$ cat src/rtl/uart_tx_fifo.sv
// UART 8N1 transmitter fed by a small valid/ready FIFO. Bit timing comes from a
// baud prescaler and an oversample tick counter so it matches the receive path.
module uart_tx_fifo #(
    parameter int CLK_FREQ   = 50000000,
    parameter int BAUD_RATE  = 115200,
    parameter int OVERSAMPLE = 16,
    parameter int FIFO_AW    = 2
) (
    input  logic             clk_50mhz,
    input  logic             reset,
    input  logic [7:0]       tx_data,
    input  logic             tx_valid,
    output logic             tx_ready,
    output logic             tx,
    output logic             busy,
    output logic             tx_done,
    output logic [FIFO_AW:0] fifo_count
);

    localparam int TICKS_PER_BIT = CLK_FREQ / (BAUD_RATE * OVERSAMPLE);
    localparam int DEPTH         = 2 ** FIFO_AW;
    localparam int BAUD_W        = (TICKS_PER_BIT > 1) ? $clog2(TICKS_PER_BIT) : 1;
    localparam int TICK_W        = (OVERSAMPLE > 1) ? $clog2(OVERSAMPLE) : 1;

    localparam logic [BAUD_W-1:0] BAUD_LAST = BAUD_W'(TICKS_PER_BIT - 1);
    localparam logic [TICK_W-1:0] TICK_LAST = TICK_W'(OVERSAMPLE - 1);
    localparam logic [FIFO_AW:0]  DEPTH_CNT = (FIFO_AW + 1)'(DEPTH);

    typedef enum logic [1:0] {
        IDLE,
        START,
        DATA,
        STOP
    } state_t;

    state_t             state_q, state_d;
    logic [BAUD_W-1:0]  baud_cnt_q, baud_cnt_d;
    logic [TICK_W-1:0]  tick_cnt_q, tick_cnt_d;
    logic [2:0]         bit_idx_q, bit_idx_d;
    logic [7:0]         shift_q, shift_d;
    logic               tx_q, tx_d;
    logic [FIFO_AW-1:0] wr_ptr_q, wr_ptr_d;
    logic [FIFO_AW-1:0] rd_ptr_q, rd_ptr_d;
    logic [FIFO_AW:0]   count_q, count_d;
    logic [7:0]         mem_q [DEPTH];

    logic push;
    logic pop;
    logic baud_tick;
    logic bit_end;

    always_comb begin
        tx_ready   = (count_q != DEPTH_CNT);
        push       = tx_valid && tx_ready;
        baud_tick  = (baud_cnt_q == BAUD_LAST);
        bit_end    = baud_tick && (tick_cnt_q == TICK_LAST);
        busy       = (state_q != IDLE);
        tx         = tx_q;
        fifo_count = count_q;
        tx_done    = (state_q == STOP) && bit_end;
    end

    // Counters idle at zero so every frame starts phase-aligned to its load edge.
    always_comb begin
        baud_cnt_d = '0;
        tick_cnt_d = '0;
        if (state_q != IDLE) begin
            baud_cnt_d = baud_tick ? '0 : baud_cnt_q + 1'b1;
            tick_cnt_d = tick_cnt_q;
            if (baud_tick) begin
                tick_cnt_d = (tick_cnt_q == TICK_LAST) ? '0 : tick_cnt_q + 1'b1;
            end
        end
    end

    always_comb begin
        state_d   = state_q;
        bit_idx_d = bit_idx_q;
        shift_d   = shift_q;
        tx_d      = tx_q;
        pop       = 1'b0;
        case (state_q)
            IDLE: begin
                tx_d = 1'b1;
                if (count_q != '0) begin
                    pop     = 1'b1;
                    shift_d = mem_q[rd_ptr_q];
                    tx_d    = 1'b0;
                    state_d = START;
                end
            end
            START: begin
                if (bit_end) begin
                    state_d   = DATA;
                    bit_idx_d = '0;
                    tx_d      = shift_q[0];
                end
            end
            DATA: begin
                if (bit_end) begin
                    if (bit_idx_q == 3'd7) begin
                        state_d = STOP;
                        tx_d    = 1'b1;
                    end else begin
                        shift_d   = {1'b0, shift_q[7:1]};
                        bit_idx_d = bit_idx_q + 1'b1;
                        tx_d      = shift_q[1];
                    end
                end
            end
            STOP: begin
                if (bit_end) begin
                    state_d = IDLE;
                end
            end
            default: state_d = IDLE;
        endcase
    end

    always_comb begin
        wr_ptr_d = push ? wr_ptr_q + 1'b1 : wr_ptr_q;
        rd_ptr_d = pop ? rd_ptr_q + 1'b1 : rd_ptr_q;
        case ({push, pop})
            2'b10:   count_d = count_q + 1'b1;
            2'b01:   count_d = count_q - 1'b1;
            default: count_d = count_q;
        endcase
    end

    always_ff @(posedge clk_50mhz) begin
        if (reset) begin
            state_q    <= IDLE;
            baud_cnt_q <= '0;
            tick_cnt_q <= '0;
            bit_idx_q  <= '0;
            tx_q       <= 1'b1;
            wr_ptr_q   <= '0;
            rd_ptr_q   <= '0;
            count_q    <= '0;
        end else begin
            state_q    <= state_d;
            baud_cnt_q <= baud_cnt_d;
            tick_cnt_q <= tick_cnt_d;
            bit_idx_q  <= bit_idx_d;
            tx_q       <= tx_d;
            wr_ptr_q   <= wr_ptr_d;
            rd_ptr_q   <= rd_ptr_d;
            count_q    <= count_d;
        end
    end

    // Datapath storage carries no reset; stale contents are never read after reset.
    always_ff @(posedge clk_50mhz) begin
        shift_q <= shift_d;
        if (push) begin
            mem_q[wr_ptr_q] <= tx_data;
        end
    end

endmodule
$ cat config.mk
export PLATFORM = sky130hd
export DESIGN_NAME = uart_tx_fifo
export DESIGN_NICKNAME = d
export VERILOG_FILES = /design/src/rtl/uart_tx_fifo.sv
export SDC_FILE = /design/constraint.sdc
export NUM_CORES = 1
export LEC_CHECK = 0
export CORE_MARGIN = 4
export CORE_UTILIZATION = 55
export CTS_CLUSTER_SIZE = 14
export DETAILED_ROUTE_END_ITERATION = 10
export PLACE_DENSITY_LB_ADDON = 0.1
export SLEW_MARGIN = 20
export SYNTH_ARGS = -nofsm -noshare
export SYNTH_HDL_FRONTEND = slang
export SYNTH_SLANG_ARGS = --single-unit
$ cat constraint.sdc
create_clock -name clk_50mhz -period 2.9 [get_ports clk_50mhz]
set_input_delay 0.29 -clock clk_50mhz [delete_from_list [all_inputs] [get_ports clk_50mhz]]
set_output_delay 0.29 -clock clk_50mhz [all_outputs]
set_load 0.01 [all_outputs]
== Yosys cells after proc, flatten, opt, wreduce, memory -nomap -nowiden ==
Memories as Yosys holds them, arrays and structs flattened. A register that Yosys moved wholly into a read port is not among the register bits.
Cells that the tools add are included.
W data, S select, Z words.
Operators by class
  eq/ne operators: 15
  mux-type cells: 27
  bitwise gates (word level): 1
  add/sub/neg operators: 7
  reduce and logical (&&, ||, !) cells: 16
Operators by type and width (count)
  $mux W8: 3
  $pmux W8 S2: 1
  $mux W2: 7
  $ne A2 B2 Y1 const B: 6
  $pmux W3 S2: 2
  $mux W3: 3
  $mux W1: 8
  $pmux W2 S4: 1
  $reduce_and A4 Y1: 2
  $reduce_bool A2 Y1: 4
  $add A3 B1 Y3 const B: 2
  $eq A2 B2 Y1 const B: 3
  $reduce_bool A3 Y1: 2
  $add A5 B1 Y5 const B: 1
  $eq A5 B5 Y1 const B: 1
  $reduce_and A5 Y1: 1
  $add A2 B1 Y2 const B: 2
  $add A4 B1 Y4 const B: 1
  $eq A2 B1 Y1 const B: 2
  $eq A4 B4 Y1 const B: 1
  $mux W4: 1
  $eq A3 B3 Y1 const B: 1
  $logic_and A1 B1 Y1: 3
  $ne A3 B3 Y1 const B: 1
  other kinds (7): 7
Storage, ports and cells
  word-level logic and storage cells: 76
  bits in registers: 30
  memory bits (writable): 32
  input bits: 11
  memories kept: 1
  output and inout port bits: 7
Memory list
  mem_q: depth 4, width 8, rd ports 1, clocked after memory_dff 1, write ports 1, line 45  | logic [7:0] mem_q [DEPTH];

== Logic depth before layout (Yosys ltp) ==
Gate-level depths: netlist of the first run.
  depth in word-level cells: 5
  depth in mapped cells: 11
  gate-level depth less buffers: 10

== Least setup slack after synthesis of the first run ==
OpenSTA, ideal clock, no wires.
  path type: register to register
  from: register count_q[2], in the netlist fifo_count[2]
  to: register count_q[2], in the netlist fifo_count[2]
  buffers on the path: 0
  period minus slack after synthesis: 2.354 ns
  setup time: 0.071 ns
  slack: 0.546 ns
  data required time: 2.829 ns
  arrival time: 2.283 ns
  cell stages (with the launch flop): 10
  path through: dfxtp_1 -> or3b_1 -> and2_1 -> inv_2 -> ha_1 -> inv_1 -> fa_1 -> xor2_1 -> or3_1 -> a21oi_1
Between the ends
  elaborated cells on any way between the ends: 11
  classes of those cells: add/sub: 2; eq/ne: 3; mux: 3; reduce/logical: 3
RTL lines
  from (decl): line 44  | logic [FIFO_AW:0] count_q, count_d;
  from (signal assigned): line 148  | count_q <= count_d;
  $ne A3 B3 Y1 *: line 53  | tx_ready = (count_q != DEPTH_CNT);
  named net tx_ready: line 13  | output logic tx_ready,
  $logic_and A1 B1 Y1 *: line 54  | push = tx_valid && tx_ready;
  $eq A2 B1 Y1 or $eq A2 B2 Y1 (tied branches): line 123  | case ({push, pop})
  $pmux W3 S2 or $reduce_bool A2 Y1 (tied branches)
The timed path passes the listed nets; every way through them passes the cells marked *.
A chain may end at the register's enable or synchronous reset.

== Worst setup path in the final report of the first run ==
  from: register state_q[1]
  to: register count_q[2], in the netlist fifo_count[2]
Between the ends
  longest elaborated chain between the ends: 4
  elaborated cells on any way between the ends: 6
  classes of those cells: eq/ne: 2; mux: 2; reduce/logical: 2
RTL lines
  from (decl): line 36  | state_t state_q, state_d;
  from (signal assigned): line 141  | state_q <= state_d;
  $logic_not A2 Y1 *: line 82  | case (state_q)
  $mux W1 *: line 82
  named net pop: line 48  | logic pop;
  $eq A2 B1 Y1 or $eq A2 B2 Y1 (tied branches): line 123
  $pmux W3 S2 or $reduce_bool A2 Y1 (tied branches)
Marks and branches as above.

==> results of run 1 <==
-- worst reg2reg max path: cells and delay by family (launching register included) --
kind,cells,cell delay (ns)
fa+ha+maj,3,0.96
simple gates,2,0.51
flops,1,0.36
buf+inv,3,0.31
xor+xnor,1,0.16
compound gates,1,0.14
-- synth_stat cells, types with 2 or more instances --
| cell | number |
|---|---|
| mux4_2 | 8 |
| o21ai_0 | 2 |
| ha_1 | 15 |
| a21oi_1 | 8 |
| buf_2 | 2 |
| clkbuf_1 | 4 |
| nand2_1 | 33 |
| dfxtp_1 | 24 |
| nor2_1 | 14 |
| or3_1 | 5 |
| xnor2_1 | 4 |
| nor3_1 | 4 |
| o211a_1 | 2 |
| and2_1 | 2 |
| inv_1 | 11 |
| xor2_1 | 6 |
| nand3_1 | 2 |
| edfxtp_1 | 40 |
| or2_1 | 3 |
| and3_1 | 7 |
| a211o_1 | 2 |
| o21ai_1 | 3 |
| nand2_2 | 2 |
-- sequential cells by signal, summed over array words and instances (netlist names), named ones only --
signal	cells
wr_ptr_q	2
baud_cnt_q	5
tick_cnt_q	4
mem_q	32
rd_ptr_q	2
fifo_count	3
state_q	2
shift_q	8
tx	1
bit_idx_q	3
-- through the flow --
stage | hold WS, ns | util, % | setup WS [ns] | power (mW) | instances
floorplan | 0.389 | - | 0.546 | 1.96 | 219
global placement | 0.441 | 62.2 | 0.560 | 2.19 | 295
detailed placement | 0.465 | 62.2 | 0.412 | 2.23 | 295
CTS | 0.479 | 67.4 | 0.370 | 3.18 | 311
global route | 0.510 | 67.4 | 0.217 | 3.35 | 311
finish | 0.475 | 67.4 | 0.367 | 3.16 | 311
-- area by class of cell --
type / instances / share of cell area [%]
inverter: 13 / 1.50
timing repair buffer: 17 / 5.24
tap: 67 / 2.58
clock buffer: 9 / 3.82
multi-input combinational: 134 / 31.1
clock inverter: 7 / 3.93
sequential: 64 / 51.8
-- power by group through the flow --
stage               combinational (mW)  clock [mW]  sequential, mW
floorplan                        0.669           0            1.29
global placement                 0.863           0            1.32
detailed placement               0.888           0            1.34
CTS                              0.897       0.962            1.32
global route                      1.00        1.00            1.34
finish                           0.887       0.952            1.32
-- cells by family (layout without fill, tap and decap cells) --
| family | after synthesis | count (layout) | synth area share (%) |
|---|---|---|---|
| AOI/OAI and AO/OA | 22 | 22 | 5.41 |
| xor gates and xnor gates | 10 | 10 | 3.15 |
| buffers and inverters | 21 | 46 | 3.06 |
| muxes | 9 | 9 | 6.85 |
| adders and majority gates | 16 | 16 | 7.48 |
| DFF | 64 | 64 | 60.6 |
| and+or+nand+nor | 77 | 77 | 13.5 |
-- layer usage --
metal / part of all wire [%] / global-route usage, %
met5: 0 / 0
met4: 1.6 / 8.25
met3: 5.0 / 5.44
met2: 49 / 28.1
met1: 44 / 22.3
-- worst max path at each step --
stage | startpoint | to
finish | state_q[1] | fifo_count[2]
global route | state_q[1] | fifo_count[2]
CTS | state_q[1] | fifo_count[2]
detailed placement | state_q[1] | fifo_count[2]
global placement | state_q[0] | fifo_count[2]
floorplan | fifo_count[2] | fifo_count[2]
==> metrics.txt, run 1 <==
most common cell after layout, fill and taps aside edfxtp_1; CP Data Arrival Time 2.79 ns; Chip Height 79.1 µm; remaining antenna violation count after routing 0; cells along the critical path inv_1 > ha_1 > inv_1 > nor2_1 > ha_1 > inv_1 > fa_1 > xor2_1 > or3_1 > a21oi_1; status finished clean; Reg clk slew, reported paths 0.07 ns; largest net degree at the start of global routing 21; gate count of the mapped netlist 219; area of the multi-input gates 1010 µm²; Remaining DRCs 0; Final min period 2.53 ns; Pre-antenna DRT Iters 4; Stages on worst setup path 10; All-Layer GR Usage 17.7%; leakage power total 1.23 nW; n_diodes 0; most frequent cells in the layout edfxtp_1 (40), nand2_1 (33), dfxtp_1 (24); Final TNS setup 0 ns; Max transition margin 48.5%; Setup violations, final 0; Iteration-0 DRC Markers 123; asr flop ratio synth 0%; nature of the critical path endpoint flip-flop; core area 4820 µm²; register area 1680 µm²; worst skew pair latency 0.35 ns; FF+latch count, synth 64; Ys Warns 0; Min-Delay Path Class flip-flop to flip-flop; Synth area leaders edfxtp_1 (43%), dfxtp_1 (17%), ha_1 (6.8%); CTS tree yes; post-CTS sizing 0; Hold Startpoint bit_idx_q[2]; Max Slew Vio Count 0; Synth area leader edfxtp_1; Synth top area share 43.3%; Clock Power Share 30.1%; die area 6250 µm²; post-cts hold buffer count 0; starting density of the core 57.6%; Clock Skew 0.00951 ns; fmax 395 MHz; Sw Share 31.0%; initial antenna violation count 0; Core Rows 25; CP startpoint kind flip-flop; Final Cell Area 3250 µm²; CTS sink cnt 64; die width 79.1 µm; CP max stage cell ha_1; post-DR wirelength/cell 15.8 µm; Root Buffer clkbuf_8; Via Count 1704; Int Pwr 2.18 mW; Post-CTS Setup Bufs 0; Yosys cell types 39; post-synthesis sequential area ratio 60.6%; RSZ-0062 raised after global routing no; Final Cycle Share 87.3%; WP buf/inv 3; Max-Cap Viols 0; Final Wtd Congestion 0.855; Crit path top cell by count inv_1; vias per cell 5.48; Hold Path Depth 2; Max Buffers Root-to-Sink 2; final WL 4910 µm; FILL cells 358; Synth Cell Area 2780 µm²; max incr delay on CP 0.37 ns; flop-to-flop setup slack 0.37 ns; number of flops mapped to enable cells by yosys 40; H-tree depth 3; fraction of layout cells with a size suffix above 1 11.9%; sequential fraction of design power 41.8%; # port buffers 17; worst path required time 3.16 ns; Overflow after GRT 0; Post-Place Cell Area 2990 µm²; Worst-Margin Slew 0.771 ns; Logic pwr share 28.1%; TritonCTS Buffers 9; global-route wire length before repair 8270 µm; Ports 18; area growth from synthesis to layout 16.9%; Reg2Reg Launch Point state_q[1]; Top FF cell, synth edfxtp_1; Max FO, Critical Path 9; Sw Pwr 0.978 mW; pwr dens 974 nW/µm²; Reg2Reg Depth 10; Mapped Avg Cell Area 12.7 µm²; endpoints failing hold 0; via count of the first global-routing pass 1756; Detail Placement HPWL 3480 µm; largest delay contributor family on the critical path adder cells; Endpoint, Worst Hold bit_idx_q[2]; reg2reg end fifo_count[2]; Setup CP Type flip-flop to flip-flop; Post-Syn Nets 246; Nets 266; Peak VDD IR 0.642 mV
Power figures use the tool's default switching activity.
==> inputs of run 2 (changes only) <==
--- a/config.mk
+++ b/config.mk
@@ -10,6 +10,7 @@
 export CTS_CLUSTER_SIZE = 14
 export DETAILED_ROUTE_END_ITERATION = 10
 export PLACE_DENSITY_LB_ADDON = 0.1
+export REMOVE_ABC_BUFFERS = 1
 export SLEW_MARGIN = 20
 export SYNTH_ARGS = -nofsm -noshare
 export SYNTH_HDL_FRONTEND = slang
==> run 2 against run 1 <==
- via count about the same
- power grew 2.2%
- clock power grew 5%
- die area is the same
- maximum frequency grew 2.4%
==> metrics.txt, run 2 (same netlist as run 1, synthesis figures left out) <==
Max Buffers Root-to-Sink 2 (unchanged); vias per cell 5.46 (-0.26%); FILL cells 383 (+7.0%); grt met1 use 23.2% (+0.92 points); Iteration-0 DRC Markers 134 (+8.9%); Reg clk slew, reported paths 0.07 ns (about the same); initial antenna violation count 0 (unchanged); largest net degree at the start of global routing 18 (-14%); Sw Share 30.0% (-0.97 points); final setup margin 0.427 ns (+0.0599 ns); top flop regs mem_q (32), shift_q (8), baud_cnt_q (5); sequential fraction of design power 41.0% (-0.8 points); worst skew pair latency 0.34 ns (about the same); post-DR wirelength/cell 16.4 µm (+3.9%); Detail Placement HPWL 3520 µm (+1.1%); H-tree depth 3 (unchanged); Clock Skew 0.00876 ns (-0.000747 ns); Top Usage Layer GRT met2; Core Rows 25 (unchanged); nature of the critical path endpoint flip-flop; Crit path top cell by count inv_1; Max Slew Vio Count 0 (unchanged); remaining antenna violation count after routing 0 (unchanged); CTS sink cnt 64 (unchanged); Peak VDD IR 0.568 mV (-12%); CP startpoint kind flip-flop; Post-Place Setup Slack 0.451 ns (+0.0390 ns); CP max stage cell ha_1; met2 GRT Util 29.0% (+0.93 points); Endpoint, Worst Hold baud_cnt_q[0]; register area 1680 µm² (unchanged); All-Layer GR Usage 18.5% (+0.76 points); flop-to-flop setup slack 0.43 ns (+0.06 ns); global-route wire length before repair 8480 µm (+2.6%); Int Pwr 2.26 mW (+3.6%); Via Count 1705 (+0.059%); Nets 267 (+0.38%); n_diodes 0 (unchanged); WP buf/inv 3 (unchanged); Final min period 2.47 ns (-0.0599 ns); Hold Path Depth 1 (-1); most common cell after layout, fill and taps aside edfxtp_1; leakage power total 1.24 nW (+0.54%); area growth from synthesis to layout 17.5%; area of the multi-input gates 1010 µm² (unchanged); cells along the critical path inv_1 > ha_1 > inv_1 > nor2_1 > ha_1 > inv_1 > fa_1 > xor2_1 > or3_1 > a21oi_1; Final Wtd Congestion 0.815 (-4.7%); # port buffers 17 (unchanged); Pre-antenna DRT Iters 4 (unchanged); Max transition margin 60.2% (+12 points); Final TNS setup 0 ns (unchanged); Max FO, Critical Path 9 (unchanged); post-CTS sizing 0 (unchanged); Stages on worst setup path 10 (unchanged); Root Buffer clkbuf_8; largest delay contributor family on the critical path adder cells; M3 GR Usage 4.76% (-0.68 points); max FFs per register 32 (unchanged); status finished clean; Final Cycle Share 85.3% (-2.1 points); max incr delay on CP 0.37 ns (about the same); final WL 5110 µm (+4.2%); Max-Cap Viols 0 (unchanged); most frequent cells in the layout edfxtp_1 (40), nand2_1 (33), dfxtp_1 (24); Min-Delay Path Class flip-flop to flip-flop; Reg2Reg Depth 10 (unchanged); RSZ-0062 raised after global routing no; pwr dens 990 nW/µm² (+1.7%); fraction of layout cells with a size suffix above 1 11.4% (-0.46 points); via count of the first global-routing pass 1746 (-0.57%); die area 6250 µm² (unchanged); worst path required time 3.17 ns (about the same); Sw Pwr 0.968 mW (-1.0%); Remaining DRCs 0 (unchanged); endpoints failing hold 0 (unchanged); starting density of the core 57.6% (unchanged); Hold Startpoint baud_cnt_q[0]; Overflow after GRT 0 (unchanged); Chip Height 79.1 µm (unchanged); Setup CP Type flip-flop to flip-flop; TritonCTS Buffers 9 (unchanged); core area 4820 µm² (unchanged); CTS tree yes; Ports 18 (unchanged); reg2reg end fifo_count[2]; Reg2Reg Launch Point state_q[0]; Top reg by flops mem_q; Setup violations, final 0 (unchanged); Clock Power Share 31.0% (+0.9 points); Worst-Margin Slew 0.598 ns (-0.173 ns); Post-CTS Setup Bufs 0 (unchanged); die width 79.1 µm (unchanged); CP Data Arrival Time 2.74 ns (-0.05 ns); fmax 404 MHz (+2.4%); post-cts hold buffer count 0 (unchanged); Logic pwr share 28.0% (about the same)
-- run 2: cell types whose count changed in the layout (fill, tap and decap cells not counted), sizes merged --
cell / before / now
buf: 0 / 1
bufinv: 3 / 4
clkbuf: 9 / 11
clkinv: 3 / 2
inv: 14 / 12
-- run 2: final cells by class --
cell class,instances,area share [%]
inverters,13,1.50
repair buffers,18,5.45
multi-input cells,134,31.0
well taps,67,2.57
clock inverters,5,3.95
flip-flops and latches,64,51.6
clock buffers,11,4.03
-- run 2: per-layer routing --
layer | up-vias | share of wire, %
met4 | 0 | 2.7
met5 | - | 0
met2 | 42 | 50
met1 | 829 | 42
li1 | 821 | -
met3 | 13 | 5.2
-- run 2: worst max-delay path by stage --
stage,slack [ns],to,start
6_report,0.43,fifo_count[2],state_q[0]
5_1_grt,0.23,fifo_count[2],state_q[1]
4_1_cts,0.42,fifo_count[2],state_q[0]
3_5_place_dp,0.45,fifo_count[2],state_q[0]
3_3_place_gp,0.57,fifo_count[2],state_q[0]
2_1_floorplan,0.55,fifo_count[2],fifo_count[2]
-- run 2: through the flow --
step	total power, mW	cell area [µm²]	cells	hold slack, ns	utilization, %
floorplan	1.95	2740	211	0.355	-
global placement	2.20	3000	296	0.441	62.3
detailed placement	2.26	3000	296	0.454	62.3
CTS	3.25	3260	312	0.470	67.7
global route	3.43	3260	312	0.499	67.7
finish	3.23	3260	312	0.465	67.7
-- run 2: power groups by stage --
stage	combinational (mW)	clock (mW)	sequential, mW
after floorplan	0.632	0	1.31
after global placement	0.871	0	1.33
after detailed placement	0.911	0	1.35
after CTS	0.918	1.01	1.33
after global routing	1.02	1.05	1.35
final	0.906	1.00	1.32
